<file path="src/rtl/saturn_phase_gen_if.sv">
`default_nettype none
// ============================================================================
// Module   : saturn_phase_gen_if
// Brief    : Control/status bundle between the Saturn core and its phase sequencer.
// Revision : 1.0
// ============================================================================
interface saturn_phase_gen_if #(
    parameter int PHASES = 4,
    parameter int CTR_W  = 32,
    parameter int PH_W   = $clog2(PHASES)
);
    logic              i_stall;
    logic              i_step_mode;
    logic              i_step;
    logic              i_limit_en;
    logic              i_max_load;
    logic [CTR_W-1:0]  i_max_cycle;
    logic [PH_W-1:0]   o_phase;
    logic [PHASES-1:0] o_ph_en;
    logic [CTR_W-1:0]  o_cycle_ctr;
    logic              o_running;
    logic              o_halt;

    modport master (
        output i_stall, i_step_mode, i_step, i_limit_en, i_max_load, i_max_cycle,
        input  o_phase, o_ph_en, o_cycle_ctr, o_running, o_halt
    );

    modport slave (
        input  i_stall, i_step_mode, i_step, i_limit_en, i_max_load, i_max_cycle,
        output o_phase, o_ph_en, o_cycle_ctr, o_running, o_halt
    );
endinterface
`default_nettype wire

</file>
<file path="src/rtl/saturn_phase_gen.sv">
`default_nettype none
// ============================================================================
// Module   : saturn_phase_gen
// Brief    : Saturn phase sequencer with stall/single-step gating and cycle limit.
// Revision : 1.0
// ============================================================================
module saturn_phase_gen #(
    parameter int PHASES        = 4,
    parameter int PH_W          = $clog2(PHASES),
    parameter int CTR_W         = 32,
    parameter int CTR_PHASE     = 0,
    parameter int MAX_CYCLE_RST = 35
) (
    input  wire logic          i_clk,
    input  wire logic          i_reset,
    saturn_phase_gen_if.slave  io_bus
);
    localparam logic [PH_W-1:0]   c_last_phase  = PH_W'(PHASES - 1);
    localparam logic [PH_W-1:0]   c_ctr_phase   = PH_W'(CTR_PHASE);
    localparam logic [PH_W:0]     c_credit_full = (PH_W + 1)'(PHASES);
    localparam logic [PH_W:0]     c_credit_one  = (PH_W + 1)'(1);
    localparam logic [CTR_W-1:0]  c_max_rst     = CTR_W'(MAX_CYCLE_RST);
    localparam logic [CTR_W-1:0]  c_ctr_one     = CTR_W'(1);
    localparam logic [PHASES-1:0] c_en_one      = PHASES'(1);
    localparam logic [PH_W-1:0]   c_phase_one   = PH_W'(1);

    logic [PH_W-1:0]   r_phase;
    logic [PHASES-1:0] r_ph_en;
    logic [CTR_W-1:0]  r_ctr;
    logic [CTR_W-1:0]  r_max;
    logic [PH_W:0]     r_credit;
    logic              r_halt;

    logic [CTR_W-1:0]  w_max_p1;
    logic              w_limit_hit;
    logic              w_adv;
    logic [PH_W-1:0]   w_phase_nxt;

    // The limit compares against the registered max, so a fresh load takes effect one cycle later.
    assign w_max_p1    = r_max + c_ctr_one;
    assign w_limit_hit = io_bus.i_limit_en && (r_ctr == w_max_p1);
    assign w_adv       = !r_halt && !w_limit_hit && !io_bus.i_stall &&
                         (!io_bus.i_step_mode || (r_credit != '0));
    assign w_phase_nxt = (r_phase == c_last_phase) ? '0 : (r_phase + c_phase_one);

    always_ff @(posedge i_clk) begin
        if (i_reset) begin
            r_phase  <= c_last_phase;
            r_ph_en  <= '0;
            r_ctr    <= '1;
            r_max    <= c_max_rst;
            r_credit <= '0;
            r_halt   <= 1'b0;
        end else begin
            if (io_bus.i_max_load) begin
                r_max <= io_bus.i_max_cycle;
            end

            if (w_limit_hit) begin
                r_halt <= 1'b1;
            end

            // Enables mark the phase just completed and are never repeated for a held phase.
            if (w_adv) begin
                r_phase <= w_phase_nxt;
                r_ph_en <= c_en_one << r_phase;
                if (r_phase == c_ctr_phase) begin
                    r_ctr <= r_ctr + c_ctr_one;
                end
            end else begin
                r_ph_en <= '0;
            end

            // Step requests are accepted only once the previous round is fully spent.
            if (!io_bus.i_step_mode) begin
                r_credit <= '0;
            end else if (r_credit == '0) begin
                if (io_bus.i_step) begin
                    r_credit <= c_credit_full;
                end
            end else if (w_adv) begin
                r_credit <= r_credit - c_credit_one;
            end
        end
    end

    assign io_bus.o_phase     = r_phase;
    assign io_bus.o_ph_en     = r_ph_en;
    assign io_bus.o_cycle_ctr = r_ctr;
    assign io_bus.o_running   = w_adv;
    assign io_bus.o_halt      = r_halt;
endmodule
`default_nettype wire

</file>
<file path="src/flat_wrapper.sv">
// flat-port wrapper written by rule: the top's interface ports become plain ports
module saturn_phase_gen_flat 
#(
    parameter int PHASES        = 4,
    parameter int PH_W          = $clog2(PHASES),
    parameter int CTR_W         = 32,
    parameter int CTR_PHASE     = 0,
    parameter int MAX_CYCLE_RST = 35
)
  (i_clk, i_reset, io_bus_i_stall, io_bus_i_step_mode, io_bus_i_step, io_bus_i_limit_en, io_bus_i_max_load, io_bus_i_max_cycle, io_bus_o_phase, io_bus_o_ph_en, io_bus_o_cycle_ctr, io_bus_o_running, io_bus_o_halt);
  saturn_phase_gen_if #(.PHASES(PHASES), .CTR_W(CTR_W), .PH_W(PH_W)) io_bus_i ();
  input  wire logic i_clk;
  input  wire logic i_reset;
  input wire logic [$bits(io_bus_i.i_stall)-1:0] io_bus_i_stall;
  input wire logic [$bits(io_bus_i.i_step_mode)-1:0] io_bus_i_step_mode;
  input wire logic [$bits(io_bus_i.i_step)-1:0] io_bus_i_step;
  input wire logic [$bits(io_bus_i.i_limit_en)-1:0] io_bus_i_limit_en;
  input wire logic [$bits(io_bus_i.i_max_load)-1:0] io_bus_i_max_load;
  input wire logic [$bits(io_bus_i.i_max_cycle)-1:0] io_bus_i_max_cycle;
  output wire logic [$bits(io_bus_i.o_phase)-1:0] io_bus_o_phase;
  output wire logic [$bits(io_bus_i.o_ph_en)-1:0] io_bus_o_ph_en;
  output wire logic [$bits(io_bus_i.o_cycle_ctr)-1:0] io_bus_o_cycle_ctr;
  output wire logic [$bits(io_bus_i.o_running)-1:0] io_bus_o_running;
  output wire logic [$bits(io_bus_i.o_halt)-1:0] io_bus_o_halt;
  assign io_bus_i.i_stall = io_bus_i_stall;
  assign io_bus_i.i_step_mode = io_bus_i_step_mode;
  assign io_bus_i.i_step = io_bus_i_step;
  assign io_bus_i.i_limit_en = io_bus_i_limit_en;
  assign io_bus_i.i_max_load = io_bus_i_max_load;
  assign io_bus_i.i_max_cycle = io_bus_i_max_cycle;
  assign io_bus_o_phase = io_bus_i.o_phase;
  assign io_bus_o_ph_en = io_bus_i.o_ph_en;
  assign io_bus_o_cycle_ctr = io_bus_i.o_cycle_ctr;
  assign io_bus_o_running = io_bus_i.o_running;
  assign io_bus_o_halt = io_bus_i.o_halt;
  saturn_phase_gen #(.PHASES(PHASES), .PH_W(PH_W), .CTR_W(CTR_W), .CTR_PHASE(CTR_PHASE), .MAX_CYCLE_RST(MAX_CYCLE_RST)) u_core (.i_clk(i_clk), .i_reset(i_reset), .io_bus(io_bus_i));
endmodule
</file>
<file path="config.mk">
export PLATFORM = sky130hd
export DESIGN_NAME = saturn_phase_gen_flat
export DESIGN_NICKNAME = d
export VERILOG_FILES = /design/src/rtl/saturn_phase_gen_if.sv /design/src/rtl/saturn_phase_gen.sv /design/src/flat_wrapper.sv
export SDC_FILE = /design/constraint.sdc
export NUM_CORES = 1
export LEC_CHECK = 0
export BUFFER_PORTS_ARGS = -buffer_cell sky130_fd_sc_hd__buf_2
export CAP_MARGIN = 20
export CORE_ASPECT_RATIO = 1.25
export CORE_MARGIN = 3
export CORE_UTILIZATION = 56
export CTS_CLUSTER_DIAMETER = 150
export DETAILED_ROUTE_END_ITERATION = 6
export PLACE_DENSITY_LB_ADDON = 0.08
export REMOVE_ABC_BUFFERS = 1
export SLEW_MARGIN = 0
export SYNTH_ARGS = -nofsm -noshare
export SYNTH_HDL_FRONTEND = slang
export SYNTH_SLANG_ARGS = --single-unit
</file>
<file path="constraint.sdc">
create_clock -name i_clk -period 4.5 [get_ports i_clk]
set_clock_uncertainty 0.05 [all_clocks]
set_input_delay 0.225 -clock i_clk [delete_from_list [all_inputs] [get_ports i_clk]]
set_output_delay 0.225 -clock i_clk [all_outputs]
set_load 0.01 [all_outputs]
</file>
==> summary.md <==
| Metric | Value |
|---|---|
| Fin Setup TNS | `0 ps` |
| Fin. Hold Viols | `0` |
| Syn Area/Cell | `8.32 µm²` |
| Yosys top cell area share | `0.350` |
| CTS root buf | `clkbuf_8` |
| Hold-fix buffers, CTS | `0` |
| Synth warnings | `0` |
| Top-count cell post-synth | `dfxtp_1` |
| Status | `finished with violations` |
| Combinational power share | `0.117` |
| VDD IR-drop max | `0.283 mV` |
| Average wire per standard cell | `roughly 16 µm` |
| First-pass GRT wire length | `18,100 µm` |
| Most used DFF post-synth | `dfxtp_1` |
| Library cells used by synthesis | `55` |
| Number of synthesized flops with an enable pin | `0` |
| CP Launch Type | `flip-flop` |
| Worst-path maximum fanout | `29` |
| Post-Syn Instances | `509` |
| Num CTS Buffers | `9` |
| Share of cells above drive strength 1 | `0.181` |
| Detail Route Antenna Nets | `0` |
| Clock Power Share | `0.411` |
| Sequential fraction of the synthesis area | `0.350` |
| Internal | `0.00114 W` |
| Area leader, netlist | `dfxtp_1` |
| Max Root-Sink Buffers | `2` |
| First-pass DRT Iterations | `7` |
| Largest net degree at the start of global routing | `51` |
| Commonest cells post-synth | `74 x dfxtp_1, 48 x nor2_1, 43 x nand2_1` |
| Psw | `0.000386 W` |
| Placed inst area | `0.00463 mm²` |
| Die Y | `about 100 µm` |
| Ports | `around 80` |
| Total number of vias | `roughly 4.0k` |
| Fin crit period | `4100 ps` |
| Starting DRT DRC Count | `262` |
| Top sig layer | `met4` |
| Sw Share | `0.254` |
| Core area | `0.00715 mm²` |
| Sink Count | `74` |
| Final-stage net count | `620` |
| CP arrival | `3820 ps` |
| HP Class | `input port to flip-flop` |
| Die X | `83.8 µm` |
| Final Instance Area | `0.00487 mm²` |
| Rel. slew slack | `0.371` |
| Failing checks | `DRC` |
| Met3 wire len | `670 µm` |
| Die Footprint | `roughly 0.0086 mm²` |
| Crit path kind | `flip-flop to output port` |
| Worst Path Required | `4220 ps` |
| Initial antenna violation count | `0` |
| Metal2 WL | `5490 µm` |
| # DRC | `2` |
| Count of input and output buffers | `78` |
| ANT cells | `0` |
| RSZ-0062 raised after global routing | `false` |
| Final WL | `10,900 µm` |
| Maxcap violations | `0` |
| GRT Util Overall | `0.258` |
| Post-CTS sizing | `0` |
| Max Slew Vio Count | `0` |
| Area Overhead vs Synth | `14.9%` |
| Final worst path period share | `0.911` |
| Max Freq | `244 MHz` |
| Clk Latency, worst-skew pair | `350 ps` |
| Vias in the first global route | `3,856` |
| Clock slew at reported path FFs | `70 ps` |
| TritonCTS clock tree | `yes` |
| Via-per-instance ratio | `between 5 and 6` |
| Sequential share of power | `0.473` |
| Pwr dens | `313 mW/mm²` |
| Initial Util | `0.593` |
| DPL Wire Length | `7920 µm` |
| CTS H-tree lvls | `3` |
| #FFs+latches synth | `74` |
| Placer congestion estimate | `between 0.8 and 0.9` |
| Worst-Margin Slew | `943 ps` |
| Synth Cell Area | `0.00424 mm²` |
| Wire length on met1 | `~4500 µm` |
| Setup bufs post-CTS | `0` |
| Static Leak | `about 2 nW` |
| Cell Rows | `34` |
| Endpoints failing setup | `0` |
| Worst setup EP type | `output port` |
| Fraction of registers with async set/reset | `0` |
| GR Overflow Total | `0` |
| Synth top area cells | `dfxtp_1 35%, mux2i_1 8.5%, xnor2_1 5.2%, nor2_1 4.3%, nand3_1 4.0%` |
## worst max-delay path: stages, from the launching register on
cell and delay, ps:
dfxtp_1 480, ha_1 350, inv_1 180, or4_4 550
o21ai_1 130, nand3_1 90, a211o_1 360, nor4_4 270
nand4_2 310, nand2_2 500, inv_1 110, buf_2 160
## metrics by stage
step / setup WS [ps] / cells / power [W] / utilization / hold WS, ps
floorplan: 1110 / 486 / 0.000837 / - / 244
finish: 402 / 670 / 0.00152 / 0.681 / 49.6
detailed placement: 701 / 655 / 0.000909 / 0.647 / 404
global placement: 836 / 655 / 0.000903 / 0.647 / 394
CTS: 419 / 670 / 0.00153 / 0.681 / 38.8
global route: 94.2 / 670 / 0.00158 / 0.681 / 52.5
## path summary, 6_finish.rpt
kind	start	slack, ps	to	depth (start not counted)
worst min register to register	u_core.io_bus.o_halt	440	u_core.io_bus.o_halt	2
worst max register to register	u_core.r_max[0]	650	u_core.io_bus.o_cycle_ctr[9]	11
worst max-delay path	u_core.r_max[0]	400	io_bus_o_running	11
worst min-delay path	io_bus_i_max_cycle[0]	50	u_core.r_max[0]	3
## power by group through the flow
stage                     sequential, W  clock (W)  combinational (W)
final                          0.000719   0.000625           0.000177
after global routing           0.000723   0.000659           0.000200
after CTS                      0.000718   0.000635           0.000178
after detailed placement       0.000733          0           0.000176
after global placement         0.000732          0           0.000171
after floorplan                0.000726          0           0.000111
## layout by cell type, fill, tap and decap left out, types with 3 or more instances in the layout
cell type  netlist  final
nand3_1         34     34
xnor2_1         25     25
and4_1           3      3
and2_1           5      5
or3_1            6      6
nand4_1         18     18
nand2_1         43     43
buf_2            2     78
clkbuf_8         0     10
ha_1             5      5
nor4_1          13     13
o21ai_0         23     23
o211ai_1         3      3
mux2i_1         36     36
xor2_1          19     19
a31oi_1          4      4
or4_1            8      8
a21oi_1          6      6
or3b_1           6      6
o21ai_1          3      3
and3_1           9      9
o31ai_1          9      9
nor2b_1          4      4
bufinv_16        0      3
nor2_1          48     48
nor3_1          18     18
nor3b_1          4      4
dfxtp_1         74     74
nor4b_1          4      4
inv_1           22     22
o22ai_1          3      3
## layout make-up
type / instances / area, µm²
Multi-Input combinational cell: 390 / 2550
Inverter: 22 / 82.6
Fill cell: 632 / 2280
Clock inverter: 5 / 103
Sequential cell: 74 / 1480
Clock buffer: 10 / 138
Timing Repair Buffer: 79 / 398
Tap cell: 90 / 113
## logic make-up (layout without fill, tap and decap cells)
kind of cell / Yosys count / after routing / share of synthesized area
and+or+nand+nor: 236 / 236 / 0.305
DFF: 74 / 74 / 0.350
AOI/OAI and AO/OA: 67 / 67 / 0.102
buffers and inverters: 45 / 116 / 0.0476
xor gates and xnor gates: 44 / 44 / 0.0910
muxes: 38 / 38 / 0.0904
adders and majority gates: 5 / 5 / 0.0148
## flip-flops by register name (all words and copies together) (netlist names)
| name | count |
|---|---|
| u_core.io_bus.o_phase | 2 |
| u_core.r_credit | 3 |
| u_core.io_bus.o_ph_en | 4 |
| u_core.io_bus.o_halt | 1 |
| u_core.io_bus.o_cycle_ctr | 32 |
| u_core.r_max | 32 |
## layer usage
layer,vias up,GRT usage
li1,1975,-
met1,1853,0.306
met2,160,0.464
met3,18,0.0499
met4,0,0.103
met5,-,0
(Power assumes the default switching activity.)
